==> config.mk <==
export PLATFORM = sky130hd
export DESIGN_NAME = truth_table_sweeper_flat
export DESIGN_NICKNAME = d
export VERILOG_FILES = /design/src/rtl/truth_table_sweeper_if.sv /design/src/rtl/truth_table_sweeper.sv /design/src/flat_wrapper.sv
export SDC_FILE = /design/constraint.sdc
export NUM_CORES = 1
export LEC_CHECK = 0
export CAP_MARGIN = 20
export CORE_ASPECT_RATIO = 2
export CORE_UTILIZATION = 48
export DETAILED_ROUTE_END_ITERATION = 10
export PLACE_DENSITY = 0.76
export SETUP_SLACK_MARGIN = 0.4
export SYNTH_ARGS = -nofsm -noshare
export SYNTH_HDL_FRONTEND = slang
export SYNTH_SLANG_ARGS = --single-unit
==> constraint.sdc <==
create_clock -name clk -period 2.75 [get_ports clk]
set_clock_uncertainty 0.05 [all_clocks]
set_input_delay 0.55 -clock clk [delete_from_list [all_inputs] [get_ports clk]]
set_output_delay 0.55 -clock clk [all_outputs]
set_load 0.005 [all_outputs]
==> src/rtl/truth_table_sweeper_if.sv <==
// rtl/truth_table_sweeper_if.sv - sweep request/result bus and logic-block stimulus/response signals
//
// master: requester plus the logic block under test (drives start, expected, dut_out)
// slave : the sweeper (drives dut_in, busy, done, pass, table_out, fail_count, first_fail_idx)
interface truth_table_sweeper_if #(
    parameter int N_IN = 3
);
    logic                   start;
    logic [(1<<N_IN)-1:0]   expected;
    logic [N_IN-1:0]        dut_in;
    logic                   dut_out;
    logic                   busy;
    logic                   done;
    logic                   pass;
    logic [(1<<N_IN)-1:0]   table_out;
    logic [N_IN:0]          fail_count;
    logic [N_IN-1:0]        first_fail_idx;

    modport master (
        output start, expected, dut_out,
        input  dut_in, busy, done, pass, table_out, fail_count, first_fail_idx
    );

    modport slave (
        input  start, expected, dut_out,
        output dut_in, busy, done, pass, table_out, fail_count, first_fail_idx
    );
endinterface

==> src/rtl/truth_table_sweeper.sv <==
// rtl/truth_table_sweeper.sv - handshaked exhaustive truth-table sweep and compare for a small logic block
//
// Ports:
//   clk   - rising-edge clock
//   rst_n - asynchronous active-low reset
//   bus   - slave side of truth_table_sweeper_if:
//           start/expected in, dut_in out to the block, dut_out back from it,
//           busy/done status, pass/table_out/fail_count/first_fail_idx results
module truth_table_sweeper #(
    parameter int N_IN   = 3,
    parameter int SETTLE = 1
) (
    input  logic                  clk,
    input  logic                  rst_n,
    truth_table_sweeper_if.slave  bus
);
    localparam int              TW       = 1 << N_IN;
    localparam logic [N_IN-1:0] LAST_IDX = N_IN'(TW - 1);
    localparam logic [3:0]      RELOAD   = 4'(SETTLE - 1);

    generate
        if (SETTLE < 1 || SETTLE > 15) begin : g_settle_range
            $error("truth_table_sweeper: SETTLE=%0d is outside the legal range 1..15", SETTLE);
        end
    endgenerate

    typedef enum logic [1:0] {IDLE, HOLD, SAMPLE, DONE} state_t;

    state_t          state, state_nxt;
    logic [N_IN-1:0] idx;
    logic [3:0]      cnt;
    logic [TW-1:0]   exp_q;
    logic            accept;
    logic            sample_now;
    logic            mismatch;
    logic [N_IN:0]   fail_nxt;

    assign mismatch = (bus.dut_out != exp_q[idx]);
    assign fail_nxt = bus.fail_count + (N_IN+1)'(mismatch);

    always_ff @(posedge clk or negedge rst_n) begin
        if (!rst_n) begin
            state <= IDLE;
        end else begin
            state <= state_nxt;
        end
    end

    // The vector is only presented while HOLD/SAMPLE own it; idx changes on
    // the SAMPLE->HOLD edge, so the block sees one stable vector per window.
    always_comb begin
        state_nxt  = state;
        accept     = 1'b0;
        sample_now = 1'b0;
        bus.dut_in = '0;
        bus.busy   = 1'b1;
        bus.done   = 1'b0;
        case (state)
            IDLE: begin
                bus.busy = 1'b0;
                if (bus.start) begin
                    accept    = 1'b1;
                    state_nxt = HOLD;
                end
            end
            HOLD: begin
                bus.dut_in = idx;
                if (cnt == 4'd0) begin
                    state_nxt = SAMPLE;
                end
            end
            SAMPLE: begin
                bus.dut_in = idx;
                sample_now = 1'b1;
                state_nxt  = (idx == LAST_IDX) ? DONE : HOLD;
            end
            DONE: begin
                bus.done  = 1'b1;
                state_nxt = IDLE;
            end
            default: begin
                state_nxt = IDLE;
            end
        endcase
    end

    always_ff @(posedge clk or negedge rst_n) begin
        if (!rst_n) begin
            idx                <= '0;
            cnt                <= 4'd0;
            exp_q              <= '0;
            bus.table_out      <= '0;
            bus.fail_count     <= '0;
            bus.first_fail_idx <= '0;
            bus.pass           <= 1'b0;
        end else if (accept) begin
            idx                <= '0;
            cnt                <= RELOAD;
            exp_q              <= bus.expected;
            bus.table_out      <= '0;
            bus.fail_count     <= '0;
            bus.first_fail_idx <= '0;
            bus.pass           <= 1'b0;
        end else if (state == HOLD && cnt != 4'd0) begin
            cnt <= cnt - 4'd1;
        end else if (sample_now) begin
            bus.table_out[idx] <= bus.dut_out;
            if (mismatch) begin
                bus.fail_count <= fail_nxt;
                // fail_count still zero means this is the first mismatch
                if (bus.fail_count == '0) begin
                    bus.first_fail_idx <= idx;
                end
            end
            if (idx == LAST_IDX) begin
                // verdict includes the sample being taken this edge
                bus.pass <= (fail_nxt == '0);
            end else begin
                idx <= idx + N_IN'(1);
                cnt <= RELOAD;
            end
        end
    end
endmodule

==> src/flat_wrapper.sv <==
// flat-port wrapper written by rule: the top's interface ports become plain ports
module truth_table_sweeper_flat 
#(
    parameter int N_IN   = 3,
    parameter int SETTLE = 1
)
  (clk, rst_n, bus_start, bus_expected, bus_dut_out, bus_dut_in, bus_busy, bus_done, bus_pass, bus_table_out, bus_fail_count, bus_first_fail_idx);
  truth_table_sweeper_if #(.N_IN(N_IN)) bus_i ();
  input  logic clk;
  input  logic rst_n;
  input wire logic [$bits(bus_i.start)-1:0] bus_start;
  input wire logic [$bits(bus_i.expected)-1:0] bus_expected;
  input wire logic [$bits(bus_i.dut_out)-1:0] bus_dut_out;
  output wire logic [$bits(bus_i.dut_in)-1:0] bus_dut_in;
  output wire logic [$bits(bus_i.busy)-1:0] bus_busy;
  output wire logic [$bits(bus_i.done)-1:0] bus_done;
  output wire logic [$bits(bus_i.pass)-1:0] bus_pass;
  output wire logic [$bits(bus_i.table_out)-1:0] bus_table_out;
  output wire logic [$bits(bus_i.fail_count)-1:0] bus_fail_count;
  output wire logic [$bits(bus_i.first_fail_idx)-1:0] bus_first_fail_idx;
  assign bus_i.start = bus_start;
  assign bus_i.expected = bus_expected;
  assign bus_i.dut_out = bus_dut_out;
  assign bus_dut_in = bus_i.dut_in;
  assign bus_busy = bus_i.busy;
  assign bus_done = bus_i.done;
  assign bus_pass = bus_i.pass;
  assign bus_table_out = bus_i.table_out;
  assign bus_fail_count = bus_i.fail_count;
  assign bus_first_fail_idx = bus_i.first_fail_idx;
  truth_table_sweeper #(.N_IN(N_IN), .SETTLE(SETTLE)) u_core (.clk(clk), .rst_n(rst_n), .bus(bus_i));
endmodule
==> impl_metrics.csv, run 1 <==
group,metric,value,unit
worst_setup_path,worst_path_largest_cell_delay,0.45,ns
die,die_area,0.00434,mm^2
die,rows,32,
logic_synthesis,synth.most_common_cell,"nand2_1",
sta,final_hold_viol_count,0,
clocking,cts_buffers,5,
die,die_w,47.1,um
worst_setup_path,crit_family,"compound AO/OA/AOI/OAI gates",
logic_synthesis,synthArstFlopShare,100,%
sta,drv_slew,0,
logic_synthesis,synth_common_cells,"nand2_1 (44), dfrtp_1 (33), nor2_1 (22), mux2i_1 (16), ha_1 (11)",
sta,rsz0062_at_grt,"yes",
sta,timing.final.crit_share,96.2,%
sta,worstMarginPinSlew,0.536,ns
worst_setup_path,r2r-start,"u_core.idx[1]$_DFFE_PN0P_",
finish,n_antenna_cell,0,
logic_synthesis,synthDominantCellAreaShare,42.4,%
clocking,clk_pin_slew,0.07,ns
global_routing,grt_pass1_vias,1484,
route,drc_errors,0,
worst_setup_path,crit_start,"u_core.idx[1]$_DFFE_PN0P_",
die,core,0.00388,mm^2
power_and_ir_drop,p_total,2.42,mW
placed_design,placed_cell_area,0.00240,mm^2
worst_setup_path,cp_cell_sequence,"mux2_4 > a22o_4 > a2111oi_4 > nor2_1 > ha_2 > ha_4 > nor3_2 > a31oi_1 > or4_1 > a21oi_2",
die,die_y,92.1,um
clocking,holdBufCountCts,0,
logic_synthesis,yosysWarnings,0,
die,ios,33,
logic_synthesis,synth_nets,233,
route,ant_nets,0,
global_routing,grt_first_pass_wirelength,6840,um
sta,fin_hold_ws,0.428,ns
logic_synthesis,synth_seq_area_share,42.4,%
hold_path,hp-start,"u_core.exp_q[7]$_DFFE_PN0P_",
route,wl_per_cell,14.6,um
worst_setup_path,required,2.91,ns
run,maxCapViolCount,0,
sta,min_period,2.65,ns
clocking,cts_sinks,33,
logic_synthesis,synth.cell_area,0.00195,mm^2
route,drt_iter0_drc,17,
logic_synthesis,synth.area.top_cells,"dfrtp_1 (42%), nand2_1 (8.5%), mux2i_1 (8.2%)",
worst_setup_path,start_kind,"register",
finish,drive_above_1_share,15.4,%
logic_synthesis,synthCells,210,
placed_design,hpwl,3250,um
finish,fillers,312,
placed_design,place_ws,-0.0344,ns
logic_synthesis,synth_edf_count,0,
logic_synthesis,synthFlopType,"dfrtp_1",
die,initial_utilization,50.2,%
sta,setup_violations,0,
clocking,insertion_delay,0.29,ns
worst_setup_path,critPathCaptureType,"register",
power_and_ir_drop,p_leak,1.17,nW
sta,slew_headroom,64.1,%
finish,final_cells,305,
global_routing,antenna_found_initial,0,
route,routed_via_density,5.32,
placed_design,gp_congestion,0.882,
global_routing,grt_max_degree,34,
worst_setup_path,critical_path_buf_inv_count,0,
route,dr.pass1.iters,4,
sta,max_freq,0.378,GHz
finish,final_area,0.00257,mm^2
worst_setup_path,crit_type,"reg2reg",
power_and_ir_drop,ir_drop,680,uV
worst_setup_path,critical_path_arrival,2.81,ns
hold_path,holdCritPathClass,"reg2reg",
logic_synthesis,synth_seq_cells,33,
clocking,cts_max_level,2,
route,wirelength,4460,um
worst_setup_path,crit_path_max_fanout,4,
sta,setup_slack,0.104,ns
power_and_ir_drop,p_per_area,943,mW/mm^2
placed_design,placedCellCount,291,
status,status,"finished, final reports clean",
logic_synthesis,yosysTopAreaCell,"dfrtp_1",
clocking,cts_tree,"built",
finish,syn2layout_area_growth,31.9,%
clocking,ctsLongestPathBuffers,2,
finish,nets,276,
global_routing,overflow,0,
logic_synthesis,synth.avg_cell_area,9.28,um^2
worst_setup_path,slowest_stage,"dfrtp_2",
global_routing,grt_usage,22.4,%
placed_design,port-buffer-count,32,
route,vias,1624,
logic_synthesis,synth.distinct_cells,45,
clocking,cts-root-buf,"clkbuf_8",
-- layout by cell type (no fill, tap or decap), drive strengths merged, types with 2 or more instances in the layout --
cell,n
nand2,44
dfrtp,33
clkdlybuf4s50,32
nor2,22
mux2i,16
buf,15
ha,11
a21oi,10
inv,9
o21ai,8
clkbuf,7
and2,5
a31oi,4
o211ai,3
a2111oi,3
nand2b,2
xnor2,2
nor4,2
nand4b,2
nand4,2
o21a,2
-- cell families (layout without fill, tap and decap cells) --
group / after synthesis / in the layout / share of synthesized area [%]
AND/OR/NAND/NOR: 90 / 90 / 21.2
AO/OA/AOI/OAI: 37 / 37 / 15.2
flip-flops: 33 / 33 / 42.4
buffers and inverters: 20 / 64 / 4.30
multiplexers: 17 / 17 / 8.99
adder cells (fa/ha/maj): 11 / 11 / 7.06
XOR/XNOR: 2 / 2 / 0.899
-- repair_timing --
item | 4_1_cts | 5_1_grt
endpoints found under the setup margin | 6 | 13
resized for setup | 3 | 4
pin swaps | 1 | 2
buffers inserted | 3 | 3
-- sequential cells by signal, summed over array words and instances (netlist names) --
name,count
u_core.cnt,4
u_core.exp_q,8
u_core.idx,3
u_core.bus.pass,1
u_core.bus.first_fail_idx,3
u_core.bus.table_out,8
u_core.bus.fail_count,4
u_core.state,2
-- metal layers --
layer	global-route usage, %	vias to the layer above	part of all wire (%)
met5	0	-	0
met4	9.29	0	2.6
met1	25.4	769	40
li1	-	804	-
met2	37.8	41	55
met3	5.31	10	3.0
-- where the power goes --
group          leakage (nW)  internal [mW]  total, mW  switching [mW]
Clock                0.0542          0.226      0.400           0.174
Sequential            0.437          0.632      0.744           0.113
Combinational         0.683          0.634       1.28           0.645
-- layout make-up --
type                    instances  area, um^2  area share [%]
well taps                      51        63.8            2.48
inverters                       9        33.8            1.31
repair buffers                 47         445            17.3
multi-input cells             157        1100            42.8
clock inverters                 1        5.00           0.195
clock buffers                   7        96.3            3.75
flip-flops and latches         33         827            32.2
-- final timing paths --
check / endpoint / slack (ns) / cells after the start
setup / recovery: u_core.bus.pass$_DFFE_PN0P_ / 0.10 / 10
hold / removal: u_core.exp_q[7]$_DFFE_PN0P_ / 0.43 / 2
setup reg to reg: u_core.bus.pass$_DFFE_PN0P_ / 0.10 / 10
hold reg to reg: u_core.exp_q[7]$_DFFE_PN0P_ / 0.43 / 2
max in group asynchronous: u_core.idx[1]$_DFFE_PN0P_ / 1.72 / 2
min in group asynchronous: u_core.exp_q[1]$_DFFE_PN0P_ / 0.61 / 2
-- per-stage QoR --
step,setup TNS [ns],utilization (%)
after global routing,-0.00508,66.2
after detailed placement,-0.0344,61.7
final,0,66.2
after floorplan,0,-
after global placement,0,61.7
after CTS,0,65.1
-- worst reg2reg max path: stages, from the launching register on --
cell and delay [ns]:
dfrtp_2 0.45, mux2_4 0.32, a22o_4 0.26, a2111oi_4 0.32, nor2_1 0.10, ha_2 0.21
ha_4 0.17, nor3_2 0.09, a31oi_1 0.05, or4_1 0.42, a21oi_2 0.13
Power figures use the tool's default switching activity.
==> inputs of run 2 (changes only) <==
- HOLD_SLACK_MARGIN: not set -> 0.15
==> results of run 2 <==
Final layout, timing and power as in run 1 (identical DEF).
==> inputs of run 3 (changes only) <==
- GPL_TIMING_DRIVEN: not set -> 0
- PLACE_DENSITY: 0.76 -> 0.83
==> run 3 against run 2 <==
- the run now ends with negative setup slack left
- first-iteration DRC count rose by 59%
- setup slack got worse by 0.12 ns
- cell count rose by 3.0%
- wire length increased by 22%
- clock power is 21% higher
- register-to-register slack worse by 0.12 ns
- largest cell class unchanged
==> impl_metrics.csv, run 3 (synthesis results as in run 1) <==
group,metric,value,unit
status,status,"finished, violations left",
status,failed_checks,"negative setup slack",
worst_setup_path,crit_type,"reg2reg",
die,core,0.00388,mm^2
sta,fin_hold_ws,0.263,ns
route,wl_per_cell,17.3,um
worst_setup_path,slowest_stage,"or4_1",
sta,final_hold_viol_count,0,
route,vias,1773,
sta,min_period,2.76,ns
route,dr.pass1.iters,4,
clocking,cts-root-buf,"clkbuf_8",
die,rows,32,
sta,timing.final.crit_share,100,%
sta,worstMarginPinSlew,0.767,ns
clocking,holdBufCountCts,0,
route,dr_wl_met3,150,um
worst_setup_path,required,2.92,ns
run,maxCapViolCount,0,
route,wirelength,5440,um
global_routing,overflow,0,
route,top_layer,"met4",
power_and_ir_drop,ir_drop,648,uV
die,die_w,47.1,um
sta,slew_headroom,48.9,%
sta,drv_slew,0,
finish,nets,285,
worst_setup_path,critPathCaptureType,"register",
die,initial_utilization,50.2,%
clocking,insertion_delay,0.30,ns
finish,final_area,0.00273,mm^2
route,drc_errors,0,
global_routing,antenna_found_initial,0,
route,wl_met2,3010,um
route,ant_nets,0,
worst_setup_path,critical_path_buf_inv_count,3,
placed_design,placed_cell_area,0.00236,mm^2
hold_path,holdCritPathClass,"in2async",
global_routing,grt_usage,25.5,%
clocking,cts_tree,"built",
global_routing,grt_pass1_vias,1766,
finish,utilization,70.4,%
worst_setup_path,crit_family,"simple AND/OR/NAND/NOR gates",
worst_setup_path,worst_path_largest_cell_delay,0.42,ns
worst_setup_path,cp_cell_sequence,"buf_6 > buf_4 > mux2i_4 > buf_4 > a2bb2oi_4 > a31oi_4 > nor2_2 > ha_4 > nand2_2 > xnor2_1 > a31oi_1 > or4_1 > a21oi_2",
sta,rsz0062_at_grt,"yes",
clocking,ctsLongestPathBuffers,2,
die,die_area,0.00434,mm^2
clocking,cts_buffers,5,
worst_setup_path,critical_path_arrival,2.94,ns
finish,syn2layout_area_growth,40.2,%
power_and_ir_drop,p_total,2.79,mW
finish,fillers,296,
power_and_ir_drop,p_per_area,1020,mW/mm^2
finish,n_antenna_cell,0,
route,routed_via_density,5.65,
die,die_y,92.1,um
die,ios,33,
worst_setup_path,cp_common_cell,"buf_4",
placed_design,port-buffer-count,32,
worst_setup_path,start_kind,"register",
clocking,cts_sinks,33,
clocking,cts_max_level,2,
route,drt_iter0_drc,27,
global_routing,grt_first_pass_wirelength,7890,um
placed_design,hpwl,3370,um
finish,final_cell_mix,"nand2_1 (42), dfrtp_1 (32), clkdlybuf4s50_1 (31), nor2_1 (20), mux2i_1 (14)",
route,wl_met1,2000,um
worst_setup_path,crit_path_max_fanout,6,
sta,max_freq,0.362,GHz
global_routing,grt_max_degree,34,
clocking,clk_pin_slew,0.08,ns
placed_design,gp_congestion,0.804,
sta,setup_violations,1,
finish,drive_above_1_share,20.5,%
finish,top_regs,"u_core.bus.table_out (8), u_core.exp_q (8)",
finish,final_common_cell,"nand2_1",
sta,setup_slack,-0.0127,ns
power_and_ir_drop,p_leak,1.22,nW
placed_design,place_ws,-0.344,ns
-- run 3: changes by cell type in the layout (fill, tap and decap cells not counted), sizes merged --
cell	change
clkbuf	+7
buf	+3
bufinv	+1
clkdlybuf4s50	-1
clkinv	-1
-- run 3: worst paths after layout --
check | endpoint | startpoint | slack (ns) | depth (start not counted)
min in group clk | u_core.exp_q[1]$_DFFE_PN0P_ | u_core.exp_q[1]$_DFFE_PN0P_ | 0.46 | 2
worst max-delay path | u_core.bus.pass$_DFFE_PN0P_ | u_core.idx[1]$_DFFE_PN0P_ | -0.01 | 13
max in group asynchronous | u_core.idx[2]$_DFFE_PN0P_ | rst_n | 1.86 | 1
worst min register to register | u_core.exp_q[1]$_DFFE_PN0P_ | u_core.exp_q[1]$_DFFE_PN0P_ | 0.46 | 2
worst min-delay path | u_core.exp_q[1]$_DFFE_PN0P_ | rst_n | 0.26 | 1
worst max register to register | u_core.bus.pass$_DFFE_PN0P_ | u_core.idx[1]$_DFFE_PN0P_ | -0.01 | 13
-- run 3: through the flow --
stage | cells | TNS [ns]
after CTS | 310 | 0
after global placement | 293 | -0.321
after floorplan | 210 | 0
after global routing | 314 | -0.125
after detailed placement | 293 | -0.344
final | 314 | -0.0127
-- run 3: power by group --
part / internal (mW) / switching [mW]
Combinational: 0.764 / 0.774
Clock: 0.296 / 0.189
Sequential: 0.632 / 0.139
Total: 1.69 / 1.10
-- run 3: repair_timing --
item | CTS | global route
endpoints found under the setup margin | 12 | 12
pin swaps | 8 | 6
resized for setup | 12 | 26
buffers inserted | 9 | 4
hold endpoints to repair | 0 | 0
-- run 3: layout make-up --
cell class                 count  area (um^2)  area share [%]
clock buffer                   7         86.3            3.16
multi-input combinational    157         1200            44.0
timing repair buffer          45          417            15.2
clock inverter                 1         30.0            1.10
buffer                        11         72.6            2.65
tap                           51         63.8            2.33
sequential                    33          827            30.3
inverter                       9         33.8            1.24
-- run 3: routing by layer --
layer	GRT usage, %	vias up
li1	-	822
met1	27.2	874
met2	43.2	53
met3	3.94	24
met4	16.0	0
met5	0	-
